--- src/rtl/uart_echo_top.sv ---
// uart_echo_top -- IceStick UART echo demo.
//
// Receives 8N1 bytes on RS232_Rx_TTL, shows the low nibble of the last good
// byte on LED0..LED3, toggles LED4 per good byte and (when UART_ECHO_EN is
// defined) echoes every good byte back on RS232_Tx_TTL. With UART_ECHO_EN
// undefined the TX path and pending buffer are not built and the TX line is
// held high.
//
// Parameters:
//   CLKS_PER_BIT  clock cycles per UART bit (12 MHz / 9600 = 1250), >= 4
// Ports:
//   iCE_CLK       system clock, rising edge
//   rst_n         asynchronous active-low reset
//   RS232_Rx_TTL  serial input, idles high, asynchronous to iCE_CLK
//   RS232_Tx_TTL  serial output, idles high
//   LED0..LED3    bits 3:0 of the last valid received byte
//   LED4          toggles on every valid received byte
module uart_echo_top #(
  parameter int CLKS_PER_BIT = 1250
) (
  input  logic iCE_CLK,
  input  logic rst_n,
  input  logic RS232_Rx_TTL,
  output logic RS232_Tx_TTL,
  output logic LED0,
  output logic LED1,
  output logic LED2,
  output logic LED3,
  output logic LED4
);

  localparam int CW = $clog2(CLKS_PER_BIT);
  localparam logic [CW-1:0] BIT_LAST  = CW'(CLKS_PER_BIT - 1);
  localparam logic [CW-1:0] HALF_LAST = CW'(CLKS_PER_BIT / 2 - 1);

  typedef enum logic [2:0] {
    RX_IDLE,
    RX_START,
    RX_DATA,
    RX_STOP,
    RX_WAIT_HIGH
  } rx_state_t;

  // ---- RX synchronizer ----
  logic rx_meta_q;
  logic rxs_q;

  always_ff @(posedge iCE_CLK or negedge rst_n) begin
    if (!rst_n) begin
      rx_meta_q <= 1'b1;
      rxs_q     <= 1'b1;
    end else begin
      rx_meta_q <= RS232_Rx_TTL;
      rxs_q     <= rx_meta_q;
    end
  end

  // ---- RX deserializer ----
  rx_state_t       rx_state_q;
  logic [CW-1:0]   rx_cnt_q;
  logic [2:0]      rx_idx_q;
  logic            rx_valid_q;
  logic [7:0]      rx_shift_q;
  logic            rx_sample_d;

  assign rx_sample_d = (rx_state_q == RX_DATA) && (rx_cnt_q == BIT_LAST);

  always_ff @(posedge iCE_CLK or negedge rst_n) begin
    if (!rst_n) begin
      rx_state_q <= RX_IDLE;
      rx_cnt_q   <= '0;
      rx_idx_q   <= '0;
      rx_valid_q <= 1'b0;
    end else begin
      rx_valid_q <= 1'b0;
      case (rx_state_q)
        RX_IDLE: begin
          if (!rxs_q) begin
            rx_state_q <= RX_START;
            rx_cnt_q   <= '0;
          end
        end
        RX_START: begin
          if (rx_cnt_q == HALF_LAST) begin
            rx_cnt_q <= '0;
            rx_idx_q <= '0;
            // A line that is high again at mid start bit was only a glitch.
            rx_state_q <= rxs_q ? RX_IDLE : RX_DATA;
          end else begin
            rx_cnt_q <= rx_cnt_q + 1'b1;
          end
        end
        RX_DATA: begin
          if (rx_cnt_q == BIT_LAST) begin
            rx_cnt_q <= '0;
            if (rx_idx_q == 3'd7) begin
              rx_state_q <= RX_STOP;
            end else begin
              rx_idx_q <= rx_idx_q + 1'b1;
            end
          end else begin
            rx_cnt_q <= rx_cnt_q + 1'b1;
          end
        end
        RX_STOP: begin
          if (rx_cnt_q == BIT_LAST) begin
            rx_cnt_q <= '0;
            // Leave at mid stop bit so an immediately following start bit
            // is still caught by IDLE.
            if (rxs_q) begin
              rx_valid_q <= 1'b1;
              rx_state_q <= RX_IDLE;
            end else begin
              rx_state_q <= RX_WAIT_HIGH;
            end
          end else begin
            rx_cnt_q <= rx_cnt_q + 1'b1;
          end
        end
        RX_WAIT_HIGH: begin
          if (rxs_q) begin
            rx_state_q <= RX_IDLE;
          end
        end
        default: rx_state_q <= RX_IDLE;
      endcase
    end
  end

  // Data bits arrive LSB first, so shift in at the MSB end.
  always_ff @(posedge iCE_CLK) begin
    if (rx_sample_d) begin
      rx_shift_q <= {rxs_q, rx_shift_q[7:1]};
    end
  end

  // ---- LED registers ----
  logic [3:0] led_q;
  logic       led4_q;

  always_ff @(posedge iCE_CLK or negedge rst_n) begin
    if (!rst_n) begin
      led_q  <= '0;
      led4_q <= 1'b0;
    end else if (rx_valid_q) begin
      led_q  <= rx_shift_q[3:0];
      led4_q <= ~led4_q;
    end
  end

  assign LED0 = led_q[0];
  assign LED1 = led_q[1];
  assign LED2 = led_q[2];
  assign LED3 = led_q[3];
  assign LED4 = led4_q;

`ifdef UART_ECHO_EN
  typedef enum logic [1:0] {
    TX_IDLE,
    TX_START,
    TX_DATA,
    TX_STOP
  } tx_state_t;

  // ---- TX serializer and pending buffer ----
  tx_state_t       tx_state_q;
  logic [CW-1:0]   tx_cnt_q;
  logic [2:0]      tx_idx_q;
  logic            tx_q;
  logic [7:0]      tx_shift_q;
  logic [7:0]      buf_q;
  logic            buf_full_q;

  logic            tx_free_d;
  logic            tx_load_rx_d;
  logic            tx_load_buf_d;
  logic            tx_load_d;
  logic            buf_write_d;
  logic [7:0]      tx_byte_d;

  // TX can accept a new byte when idle or in the last cycle of its stop bit,
  // so back-to-back echoes run without an extra idle cycle.
  assign tx_free_d     = (tx_state_q == TX_IDLE) ||
                         ((tx_state_q == TX_STOP) && (tx_cnt_q == BIT_LAST));
  // The buffer always holds an older byte than rx, so it goes out first.
  assign tx_load_buf_d = tx_free_d && buf_full_q;
  assign tx_load_rx_d  = rx_valid_q && tx_free_d && !buf_full_q;
  assign tx_load_d     = tx_load_buf_d || tx_load_rx_d;
  assign buf_write_d   = rx_valid_q && !tx_load_rx_d;
  assign tx_byte_d     = tx_load_buf_d ? buf_q : rx_shift_q;

  always_ff @(posedge iCE_CLK or negedge rst_n) begin
    if (!rst_n) begin
      buf_full_q <= 1'b0;
    end else if (buf_write_d) begin
      // Overwrites a full buffer: newest byte wins.
      buf_full_q <= 1'b1;
    end else if (tx_load_buf_d) begin
      buf_full_q <= 1'b0;
    end
  end

  always_ff @(posedge iCE_CLK) begin
    if (buf_write_d) begin
      buf_q <= rx_shift_q;
    end
    if (tx_load_d) begin
      tx_shift_q <= tx_byte_d;
    end else if ((tx_state_q == TX_DATA) && (tx_cnt_q == BIT_LAST)) begin
      tx_shift_q <= {1'b0, tx_shift_q[7:1]};
    end
  end

  always_ff @(posedge iCE_CLK or negedge rst_n) begin
    if (!rst_n) begin
      tx_state_q <= TX_IDLE;
      tx_cnt_q   <= '0;
      tx_idx_q   <= '0;
      tx_q       <= 1'b1;
    end else begin
      case (tx_state_q)
        TX_IDLE: begin
          if (tx_load_d) begin
            tx_state_q <= TX_START;
            tx_cnt_q   <= '0;
            tx_q       <= 1'b0;
          end
        end
        TX_START: begin
          if (tx_cnt_q == BIT_LAST) begin
            tx_state_q <= TX_DATA;
            tx_cnt_q   <= '0;
            tx_idx_q   <= '0;
            tx_q       <= tx_shift_q[0];
          end else begin
            tx_cnt_q <= tx_cnt_q + 1'b1;
          end
        end
        TX_DATA: begin
          if (tx_cnt_q == BIT_LAST) begin
            tx_cnt_q <= '0;
            if (tx_idx_q == 3'd7) begin
              tx_state_q <= TX_STOP;
              tx_q       <= 1'b1;
            end else begin
              tx_idx_q <= tx_idx_q + 1'b1;
              // Shift register moves on this same edge; bit 1 is next.
              tx_q     <= tx_shift_q[1];
            end
          end else begin
            tx_cnt_q <= tx_cnt_q + 1'b1;
          end
        end
        TX_STOP: begin
          if (tx_cnt_q == BIT_LAST) begin
            tx_cnt_q <= '0;
            if (tx_load_d) begin
              tx_state_q <= TX_START;
              tx_q       <= 1'b0;
            end else begin
              tx_state_q <= TX_IDLE;
            end
          end else begin
            tx_cnt_q <= tx_cnt_q + 1'b1;
          end
        end
        default: tx_state_q <= TX_IDLE;
      endcase
    end
  end

  assign RS232_Tx_TTL = tx_q;
`else
  assign RS232_Tx_TTL = 1'b1;
`endif

endmodule

--- config.mk ---
export PLATFORM = sky130hd
export DESIGN_NAME = uart_echo_top
export DESIGN_NICKNAME = d
export VERILOG_FILES = /design/src/rtl/uart_echo_top.sv
export SDC_FILE = /design/constraint.sdc
export NUM_CORES = 1
export LEC_CHECK = 0
export ABC_AREA = 1
export BUFFER_PORTS_ARGS = -buffer_cell sky130_fd_sc_hd__buf_2
export CAP_MARGIN = 10
export CORE_ASPECT_RATIO = 0.9
export CORE_MARGIN = 2
export CORE_UTILIZATION = 59
export CTS_CLUSTER_SIZE = 10
export DETAILED_ROUTE_END_ITERATION = 7
export PLACE_DENSITY_LB_ADDON = 0.3
export SYNTH_ARGS = -nofsm -noshare
export SYNTH_HDL_FRONTEND = slang
export SYNTH_SLANG_ARGS = --single-unit
export TNS_END_PERCENT = 30
--- constraint.sdc ---
create_clock -name iCE_CLK -period 2.5 [get_ports iCE_CLK]
set_clock_uncertainty 0.15 [all_clocks]
set_input_delay 0.5 -clock iCE_CLK [delete_from_list [all_inputs] [get_ports iCE_CLK]]
set_output_delay 0.5 -clock iCE_CLK [all_outputs]
set_load 0.02 [all_outputs]
==> metrics.csv <==
metric,value,unit
status,finished clean,
gr usage total,20.7,%
Die W,59.5,microns
area added between synthesis and finish,9.20,%
Max-slew headroom,57.1,%
Ys Warns,0,
Initial Util,60.9,%
DP Area,0.00170,sq mm
gr ovfl total,0,
"IR drop worst, VDD",0.388,mV
final wirelength,2.90,mm
htree depth,2,
maximum clock frequency,0.502,GHz
Fillers,213,
Worst Max-Slew Pin Slew,0.642,ns
syn_area_per_cell,8.92,sq um
Seq cells post-synth,33,
Leak Pwr,0.919,nW
Final Hold Fails,0,
Final Worst Setup Slack,0.508,ns
chip height,53.9,microns
detailed-route via count,1223,
"commonest cells after routing, fill and taps aside","nand2_1, inv_1, dfrtp_1, nor2_1, nand3_1",
Clock Latency Late Sink,0.34,ns
placed cells,219,
Setup CP Type,reg -> reg,
CTS Buffer Depth,2,
"Net Count, Synth",191,
CTS buffer count,5,
post-detail-place hpwl,2.13,mm
Non-Filler Instances,228,
Residual DRC,0,
crit start category,flop,
starting DRC count in detailed routing,35,
Mapped Area,0.00163,sq mm
Rows,18,
Avg WL per Cell,12.7,microns
Cells after Synth,183,
CP Max Fanout,8,
fin crit period,1.99,ns
initial antenna violation count,0,
vias in the first global route,1062,
Nets,205,
Worst setup EP type,flop,
Worst Hold Class,in -> reg,
share of layout cells above drive strength 1,16.7,%
Max-Cap Viols,0,
"most common cell after layout, fill and taps aside",nand2_1,
crit path DAT,1.82,ns
Setup Viol. Count Final,0,
largest net degree at the start of global routing,26,
Via-to-Cell Ratio,5.36,
clock transition at the registers of the reported paths,0.10,ns
CTS tree,built,
CTS Sinks,33,
"Seq/Total Area, Yosys",53.2,%
pre-CTS WS,0.497,ns
RSZ-0062 raised after global routing,false,
period utilization,79.7,%
remaining antenna violation count,0,
Max Slew Vio Count,0,
GPL Wtd Cong,0.855,
Die Area,0.00320,sq mm
Cell Pwr Density,533,mW/mm^2
PnR Total Power,0.000951,W
Unique masters post-synth,29,
DR pass1 iterations,4,
clock root buffer,clkbuf_4,
first-pass GRT wire length,4.68,mm
"Non-Filler Cell Area, Final",0.00178,sq mm
# diodes,0,
required time of the critical path,2.33,ns
I/O pin count,9,
final setup TNS,0,ns
core area,0.00268,sq mm
number of port buffers,7,
Yosys cell counts, drive strengths merged:
cell type / number / area share, %
xor2: 2 / 1.1
nand2: 44 / 10
inv: 28 / 6.4
a21oi: 4 / 1.9
mux2: 4 / 2.8
dfstp: 2 / 3.2
nand3b: 1 / 0.46
edfxtp: 8 / 15
nand4: 1 / 0.38
or2: 1 / 0.38
o22ai: 1 / 0.38
o211ai: 1 / 0.46
nor2: 26 / 6.4
nor3: 4 / 2.2
conb: 1 / 0.23
dfrtp: 23 / 35
nand3: 14 / 5.2
a31oi: 1 / 0.38
buf: 1 / 0.46
o21ai: 11 / 3.4
ha: 5 / 3.8
final timing paths:
path	from	endpoint	slack, ns	cells after the start
setup / recovery	rx_cnt_q[1]	rx_shift_q[0]	0.51	6
setup reg to reg	rx_cnt_q[1]	rx_shift_q[0]	0.51	6
max in group asynchronous	rst_n	rx_meta_q	1.31	2
min in group asynchronous	rst_n	led_q[0]	0.52	2
hold reg to reg	rx_meta_q	rxs_q	0.21	0
hold / removal	RS232_Rx_TTL	rx_meta_q	0.1	1
worst max-delay path: stages, from the launching register on:
cell and delay (ns):
dfrtp_1 0.41, inv_1 0.10, ha_1 0.14, nand2_1 0.04, nor2_1 0.09, nand3_1 0.15, nor2_1 0.54
sequential cells by signal, summed over array words and instances (netlist names):
signal,flops
rx_meta_q,1
rx_idx_q,3
rx_cnt_q,11
rx_state_q,3
rx_valid_q,1
led_q,4
rx_shift_q,8
rxs_q,1
LED4,1
logic make-up after synthesis:
| group | after synthesis | synth area share, % |
|---|---|---|
| and+or+nand+nor | 91 | 25.5 |
| muxes | 4 | 2.76 |
| other | 1 | 0.230 |
| AOI/OAI and AO/OA | 18 | 6.51 |
| DFF | 33 | 53.2 |
| xor gates and xnor gates | 2 | 1.07 |
| buffers and inverters | 29 | 6.90 |
| adders and majority gates | 5 | 3.83 |
stage by stage:
| step | hold slack (ns) | util (%) |
|---|---|---|
| floorplan | 0.0544 | - |
| global placement | 0.198 | 63.4 |
| detailed placement | 0.199 | 63.4 |
| CTS | 0.0821 | 66.5 |
| global route | 0.0771 | 66.5 |
| finish | 0.0987 | 66.5 |
where the power goes:
part	internal (W)	total, W	switching (W)
clock network	0.000208	0.000384	0.000176
registers	0.000552	0.000555	0.00000226
logic	0.00000243	0.0000124	0.00000992
layout make-up:
cell class / count / area, sq um / share of cell area [%]
well taps: 30 / 37.5 / 2.11
clock inverters: 2 / 33.8 / 1.89
clock buffers: 6 / 41.3 / 2.32
repair buffers: 8 / 45.0 / 2.53
multi-input cells: 121 / 652 / 36.6
flip-flops and latches: 33 / 868 / 48.7
inverters: 28 / 105 / 5.89
per-layer routing:
metal	GRT usage [%]	routed length [microns]
met2	32.8	1400
met4	9.85	59
met3	6.49	147
met1	25.8	1300
met5	0	0
timing repair:
action	in CTS	in global routing
endpoints found under the setup margin	0	0
gates resized for setup	0	0
buffers inserted	0	0
hold buffers	1	0
hold endpoints to repair	23	0
(Power assumes the default switching activity.)
